## src/rtl/cnt_pkg.sv

```systemverilog
// ---------------------------------------------------------------------------
// cnt_pkg
// Shared constants and helpers for the loadable counter.
//   CNT_WIDTH_DEFAULT : default bit width of the count register
//   is_all_ones()     : decode used to flag the terminal count
// ---------------------------------------------------------------------------
package cnt_pkg;

    localparam int CNT_WIDTH_DEFAULT = 4;

    // True when the low 'width' bits of 'value' are all ones. Bits above
    // 'width' are ignored, so callers can pass a zero-extended register.
    function automatic logic is_all_ones(input logic [31:0] value,
                                         input int          width);
        logic [31:0] mask;
        if (width >= 32) begin
            mask = '1;
        end else begin
            mask = (32'd1 << width) - 32'd1;
        end
        return (value & mask) == mask;
    endfunction

endpackage

```

## src/rtl/cnt_next_mux.sv

```systemverilog
// ---------------------------------------------------------------------------
// cnt_next_mux
// Combinational next-state select for the loadable counter.
// Priority: reset, then parallel load, then increment (wraps modulo 2**WIDTH).
// Ports:
//   rst_i   : synchronous reset request, forces next count to zero
//   load_i  : parallel load request
//   data_i  : parallel load value
//   count_i : current registered count
//   next_o  : value the count register takes at the next rising edge
// ---------------------------------------------------------------------------
module cnt_next_mux
    import cnt_pkg::*;
#(
    parameter int WIDTH = CNT_WIDTH_DEFAULT
) (
    input  logic             rst_i,
    input  logic             load_i,
    input  logic [WIDTH-1:0] data_i,
    input  logic [WIDTH-1:0] count_i,
    output logic [WIDTH-1:0] next_o
);

    always_comb begin
        next_o = count_i + WIDTH'(1);   // natural overflow gives the wrap to 0
        if (rst_i) begin
            next_o = '0;
        end else if (load_i) begin
            next_o = data_i;
        end
    end

endmodule

```

## src/rtl/loadable_counter.sv

```systemverilog
// ---------------------------------------------------------------------------
// loadable_counter
// Free-running binary up-counter with a synchronous parallel load.
// Every rising edge either resets, loads DataIn, or increments the count.
// Ports:
//   Clk     : system clock, all state changes on its rising edge
//   Rst     : synchronous active-high reset (wins over Load and counting)
//   DataIn  : parallel load value
//   Load    : 1 = load DataIn on the next rising edge, 0 = count
//   DataOut : current count, straight from the register
//   TermCnt : high while DataOut is all ones, for cascading counters
// ---------------------------------------------------------------------------
module loadable_counter
    import cnt_pkg::*;
#(
    parameter int WIDTH = CNT_WIDTH_DEFAULT
) (
    input  logic             Clk,
    input  logic             Rst,
    input  logic [WIDTH-1:0] DataIn,
    input  logic             Load,
    output logic [WIDTH-1:0] DataOut,
    output logic             TermCnt
);

    logic [WIDTH-1:0] count_q;
    logic [WIDTH-1:0] count_d;

    // Reset is folded into the next-state select, so the register itself
    // is a plain D flop and nothing reaches DataOut without passing it.
    cnt_next_mux #(
        .WIDTH (WIDTH)
    ) u_next_mux (
        .rst_i   (Rst),
        .load_i  (Load),
        .data_i  (DataIn),
        .count_i (count_q),
        .next_o  (count_d)
    );

    always_ff @(posedge Clk) begin
        count_q <= count_d;
    end

    assign DataOut = count_q;
    assign TermCnt = is_all_ones(32'(count_q), WIDTH);

endmodule

```

## config.mk

```make
export PLATFORM = sky130hd
export DESIGN_NAME = loadable_counter
export DESIGN_NICKNAME = d
export VERILOG_FILES = /design/src/rtl/cnt_pkg.sv /design/src/rtl/cnt_next_mux.sv /design/src/rtl/loadable_counter.sv
export SDC_FILE = /design/constraint.sdc
export NUM_CORES = 1
export LEC_CHECK = 0
export ABC_AREA = 0
export CAP_MARGIN = 20
export CORE_AREA = 4 4 41 43
export CTS_CLUSTER_DIAMETER = 150
export DETAILED_ROUTE_END_ITERATION = 12
export DIE_AREA = 0 0 45 47
export PLACE_DENSITY = 0.45
export SYNTH_ARGS = -nofsm -noshare
export SYNTH_HDL_FRONTEND = slang
export SYNTH_SLANG_ARGS = --single-unit
```

## constraint.sdc

```tcl
create_clock -name Clk -period 1.2 [get_ports Clk]
set_input_delay 0.18 -clock Clk [delete_from_list [all_inputs] [get_ports Clk]]
set_output_delay 0.18 -clock Clk [all_outputs]
set_load 0.01 [all_outputs]
```

==> impl_metrics.json <==
{
  "status": "completed",
  "die-area_um2": 2120,
  "clock_latency_ps": 240,
  "power_frac_seq_pct": 36.3,
  "period_share_pct": 96.6,
  "core_area_um2": 1300,
  "drv_slew": 0,
  "track_usage_pct": 7.19,
  "cp_cell_sequence": "buf_4, dlygate4sd2_1",
  "path_class": "reg2out",
  "post-route-min-period_ps": 1160,
  "cts_tree": "done",
  "netlist_area_um2": 195,
  "drcViolationCount": 0,
  "swShare_pct": 24.4,
  "rsz0062_at_grt": "false",
  "drv_cap": 0,
  "start_kind": "flop",
  "numPortBuffers": 11,
  "io_pins": 12,
  "vias": 217,
  "start_util_pct": 15.0,
  "netlist_instances": 19,
  "rrSetupSlack_ps": 180,
  "synth_cell_types": 11,
  "yosys_warnings": 0,
  "maxSlewHeadroom_pct": 81.4,
  "p_leak_nw": 0.181,
  "crit_path_top_delay_cell": "dfxtp_2",
  "ir_worst_vdd_v": 0.000334,
  "skew_ps": 4.21,
  "worst-path-max-fanout": 4,
  "placementRows": 13,
  "placed_cells": 51,
  "cts.path.max_buffers": 2,
  "clk_pin_slew_ps": 40,
  "finalHoldViolations": 0,
  "setup-tns-final_ps": 0,
  "antenna_left": 0,
  "required_ps": 1020,
  "diodes": 0,
  "power.density_nw_per_um2": 1040,
  "htreeDepth": 1,
  "dr.first_iter.drc_count": 1,
  "crit_arrival_ps": 980,
  "finalPower_mw": 0.424,
  "grt_max_degree": 5,
  "worstMarginPinSlew_ps": 277,
  "numCtsBuffers": 3,
  "final_cell_mix": "6 x clkdlybuf4s50_1, 6 x buf_4, 4 x nor2b_1, 4 x dlygate4sd2_1, 3 x clkbuf_4",
  "setup_viol": 0,
  "p_switching_mw": 0.104,
  "path_delay_family": "buffers and inverters",
  "largest_reg_flops": 4,
  "hold_path_depth": 3,
  "ys_seq_area_share_pct": 41.0,
  "synth.net_count": 27,
  "die_h_um": 47,
  "drive_above_1_share_pct": 38.5,
  "r2r_cells": 3,
  "nNetsFinal": 49,
  "first_global_vias": 226,
  "grt_overflow_total": 0,
  "root_buffer": "clkbuf_4",
  "gp_congestion": 0.645,
  "first_pass_iters": 2,
  "clkPwrFrac_pct": 39.9,
  "worst-path-stages": 2,
  "wire_per_inst_um": 10.3,
  "grt_pass1_wl_um": 986,
  "viasPerCell": 4.02,
  "max_stage_delay_ps": 320,
  "antenna_found_initial": 0,
  "synth_seq_cells": 4,
  "syn_to_final_growth_pct": 109,
  "intPower_mw": 0.321,
  "hold_class": "in2reg",
  "endpoint_kind": "primary output",
  "fin_cells": 54,
  "syn_area_per_cell_um2": 10.3,
  "cts_sinks": 4,
  "dieWidth_um": 45,
  "dpl.hpwl_um": 462,
  "finalWirelength_um": 557,
  "combPwrFrac_pct": 23.9,
  "fmax_mhz": 862,
  "postCtsHoldBufs": 0,
  "critPathBufInv": 2
}
## per-stage QoR
step           setup slack [ps]  instance area [µm²]  hold slack, ps  util, %
2_1_floorplan               231                  195             249        -
3_3_place_gp               -127                  369             554     28.4
3_5_place_dp               -127                  369             579     28.4
4_1_cts                    9.74                  384             553     29.5
5_1_grt                    2.90                  408             559     31.3
6_report                   40.3                  408             552     31.3
## kinds of logic (layout without fill, tap and decap cells)
| kind of cell | Yosys count | count (layout) | share of synthesized area (%) |
|---|---|---|---|
| multiplexers | 1 | 1 | 5.13 |
| adder cells (fa/ha/maj) | 1 | 1 | 6.41 |
| AO/OA/AOI/OAI | 4 | 4 | 19.9 |
| XOR/XNOR | 1 | 1 | 4.49 |
| buffers and inverters | 1 | 21 | 1.92 |
| AND/OR/NAND/NOR | 7 | 7 | 21.1 |
| flip-flops | 4 | 4 | 41.0 |
## cell usage after synthesis, drive strengths merged
| library cell | number | area share (%) |
|---|---|---|
| ha | 1 | 6.4 |
| nor2 | 1 | 1.9 |
| nor2b | 4 | 13 |
| and3 | 2 | 6.4 |
| a311oi | 1 | 4.5 |
| mux2i | 1 | 5.1 |
| dfxtp | 4 | 41 |
| xnor2 | 1 | 4.5 |
| a2111oi | 1 | 7.7 |
| a211oi | 2 | 7.7 |
| inv | 1 | 1.9 |
## final cells by class
| type | instances | area, µm² |
|---|---|---|
| fillers | 148 | 893 |
| repair buffers | 17 | 151 |
| multi-input cells | 14 | 129 |
| flip-flops and latches | 4 | 82.6 |
| clock buffers | 3 | 22.5 |
| well taps | 15 | 18.8 |
| inverters | 1 | 3.75 |
## path summary, 6_finish.rpt
check / startpoint / endpoint
worst max-delay path: DataOut[0] / DataOut[0]
worst min-delay path: DataIn[0] / DataOut[0]
worst max register to register: DataOut[1] / DataOut[3]
worst min register to register: DataOut[0] / DataOut[0]
## worst register-to-register path, cell delays in order, from the launching register on
cell and delay [ps]:
dfxtp_2 330, buf_4 130, and3_1 180, a2111oi_2 280
## power groups by stage
stage               combinational [mW]  clock (mW)  sequential [mW]
floorplan                       0.0255           0            0.162
global placement                 0.107           0            0.152
detailed placement               0.107           0            0.152
CTS                              0.101       0.182            0.150
global route                     0.113       0.190            0.155
finish                           0.101       0.169            0.154
## per-layer routing
metal  GRT usage (%)  part of all wire (%)  vias up
met5               0                     0        -
met3            3.07                    12        4
met1            7.27                    45       90
met2            9.32                    39       13
met4            10.5                   3.8        0
li1                -                     -      110
## what timing repair did
action	CTS	global route
resized for setup	9	6
endpoints found under the hold margin	0	0
buffers inserted	0	0
setup endpoints to repair	5	1
pin swaps	0	1
(Power assumes the default switching activity.)
==> edit: new RTL, same flow settings <==
Change the package constant `CNT_WIDTH_DEFAULT` from 4 to 5.
--- a/src/rtl/cnt_pkg.sv
+++ b/src/rtl/cnt_pkg.sv
@@ -7,5 +7,5 @@
 package cnt_pkg;
 
-    localparam int CNT_WIDTH_DEFAULT = 4;
+    localparam int CNT_WIDTH_DEFAULT = 5;
 
     // True when the low 'width' bits of 'value' are all ones. Bits above
Ports: changed (resized DataIn and DataOut); port bits go from 12 to 14. The function was not compared with the original's and may differ.
==> edit against the original RTL <==
The flow now finishes with violations (setup timing); core utilization increased by 7.8 points; clock power rose by 20%; setup slack got worse by 160 ps; wire length grew 22%; power is 21% higher; non-clock buffer count up 3; maximum frequency is 12% lower; sequential cell count rose by 1; synthesized area grew 33%; design area increased by 25%.
==> edit: results (changes against the original RTL) <==
Parameter                              Value

Run status
  Run status ... finished with violations (was finished, final reports clean)
  Violated checks ... setup timing

Routing
  Number of violations reported at the end of detailed-routing iteration 0 ... 0 (was 1)
  Drt via density ... 4.23 (was 4.02)
  Number of search-and-repair iterations in the first detailed-routing pass ... 1 (was 2)
  Routed Wire Length ... 678 µm (was 557 µm)

Placement
  Count of buffers from port buffering ... 13 (was 11)
  RePlAce Congestion ... 0.706 (was 0.645)
  HPWL after detailed placement ... 527 µm (was 462 µm)

Worst setup path
  Largest fanout on the critical path ... 2 (was 4)
  Worst R2R Path Depth ... 5 (was 3)
  Setup slack of the most critical reg-to-reg path ... 80 ps (was 180 ps)
  Arr. time, crit path ... 1140 ps (was 980 ps)
  Reg-to-reg endpoint ... DataOut[4] (was DataOut[3])
  Startpoint of the worst register-to-register path ... DataOut[0] (was DataOut[1])

Synthesis
  Count of cell types in the netlist ... 13 (was 11)
  Fraction of the mapped netlist area in adder cells ... 0.0962 (was 0.0641)
  Xor and xnor area share after synthesis ... 0.0337 (was 0.0449)
  Compound-Gate Fraction of Synth Area ... 0.149 (was 0.199)
  Number of nets produced by synthesis ... 34 (was 27)
  Share of synthesized area spent on multiplexers ... 0.0769 (was 0.0513)

Timing
  Post-route setup slack ... -120 ps (was 40.3 ps)
  Hold Slack ... 529 ps (was 552 ps)
  Worst slew margin relative to its limit ... 0.803 (was 0.814)
  Fin Clk Skew ... 0.900 ps (was 4.21 ps)
  Finish-stage setup viols ... 1 (was 0)
  Pins Over Slew Limit ... 0 (unchanged)
  Final TNS setup ... -120 ps (was 0 ps)

Clocking
  Buffer cell driving the clock tree root ... sky130_fd_sc_hd__clkbuf_4 (unchanged)
  Num CTS Buffers ... 3 (unchanged)

Global routing
  Global-route usage over all layers ... 0.0808 (was 0.0719)
  Maximum number of pins on one net before global-route repair ... 6 (was 5)
  First-pass GRT wire length ... 1090 µm (was 986 µm)
  Via count of the first global-routing pass ... 254 (was 226)
  Number of antenna violations at the first check in global routing ... 0 (unchanged)

Min path
  Hold Crit Endpoint ... DataOut[0] (unchanged)

Layout
  Max FFs per register ... 5 (was 4)
  Antenna Diode Count ... 0 (unchanged)
  Layout cell share with drive strength beyond 1 ... 0.383 (was 0.385)
  Net total in the final layout ... 58 (was 49)

Pwr
  Leakage ... 0.000237 µW (was 0.000181 µW)
  Largest voltage drop on the vdd net ... 433 µV (was 334 µV)
  Internal Dissipation ... 382 µW (was 321 µW)
-- edit: changes by cell type after synthesis --
cell | unedited run | this run
sky130_fd_sc_hd__nor2b_1 | 4 | 3
sky130_fd_sc_hd__buf_6 | 0 | 1
sky130_fd_sc_hd__mux2i_1 | 1 | 2
sky130_fd_sc_hd__nor2b_4 | 0 | 1
sky130_fd_sc_hd__nor2_1 | 1 | 2
sky130_fd_sc_hd__dfxtp_1 | 4 | 5
sky130_fd_sc_hd__ha_1 | 1 | 2
-- edit: cell families after synthesis --
family | count (synthesis)
buffers and inverters | 2
AND/OR/NAND/NOR | 8
AO/OA/AOI/OAI | 4
multiplexers | 2
flip-flops | 5
adder cells (fa/ha/maj) | 2
XOR/XNOR | 1
-- edit: repair_timing --
| action | CTS | global route |
|---|---|---|
| setup endpoints to repair | 6 | 3 |
| gates resized for setup | 8 | 7 |
| pin swaps | 0 | 0 |
| cloned | 0 | 0 |
-- edit: metrics by stage --
stage               power, µW  instances  area, µm²   util  worst slack, ps
floorplan                 239         24        265      -             20.5
global placement          316         58        455  0.350             -249
detailed placement        317         58        455  0.350             -261
CTS                       522         62        472  0.363             -168
global route              544         62        509  0.391             -144
finish                    513         62        509  0.391             -120
-- edit: layout make-up --
cell class                      count  area [µm²]
Inverter                            1        3.75
Timing Repair Buffer               20         183
Tap cell                           15        18.8
Fill cell                         139         792
Clock buffer                        4        26.3
Sequential cell                     5         103
Multi-Input combinational cell     17         175
-- edit: power groups by stage --
stage	clock network, µW	logic, µW	registers, µW
floorplan	0	37.5	201
global route	219	132	193
CTS	215	119	188
detailed placement	0	126	191
finish	203	119	192
global placement	0	125	190
-- edit: metal layers --
metal  wire [µm]  track usage
met5           0            0
met2         306        0.107
met1         275       0.0847
met4          37        0.123
met3          58       0.0230
-- edit: worst reg2reg max path, delay by kind of cell (launching register included) --
kind | cells | cell delay (ps)
and+or+nand+nor | 2 | 230
adders and majority gates | 2 | 320
muxes | 1 | 120
DFF | 1 | 350
-- edit: worst max-delay path by stage --
| stage | endpoint | from | slack [ps] |
|---|---|---|---|
| final | TermCnt | DataOut[0] | -120 |
| after floorplan | DataOut[4] | DataOut[0] | 20 |
| after detailed placement | TermCnt | DataOut[0] | -260 |
| after global routing | TermCnt | DataOut[0] | -140 |
| after CTS | TermCnt | DataOut[0] | -170 |
| after global placement | TermCnt | DataOut[1] | -250 |
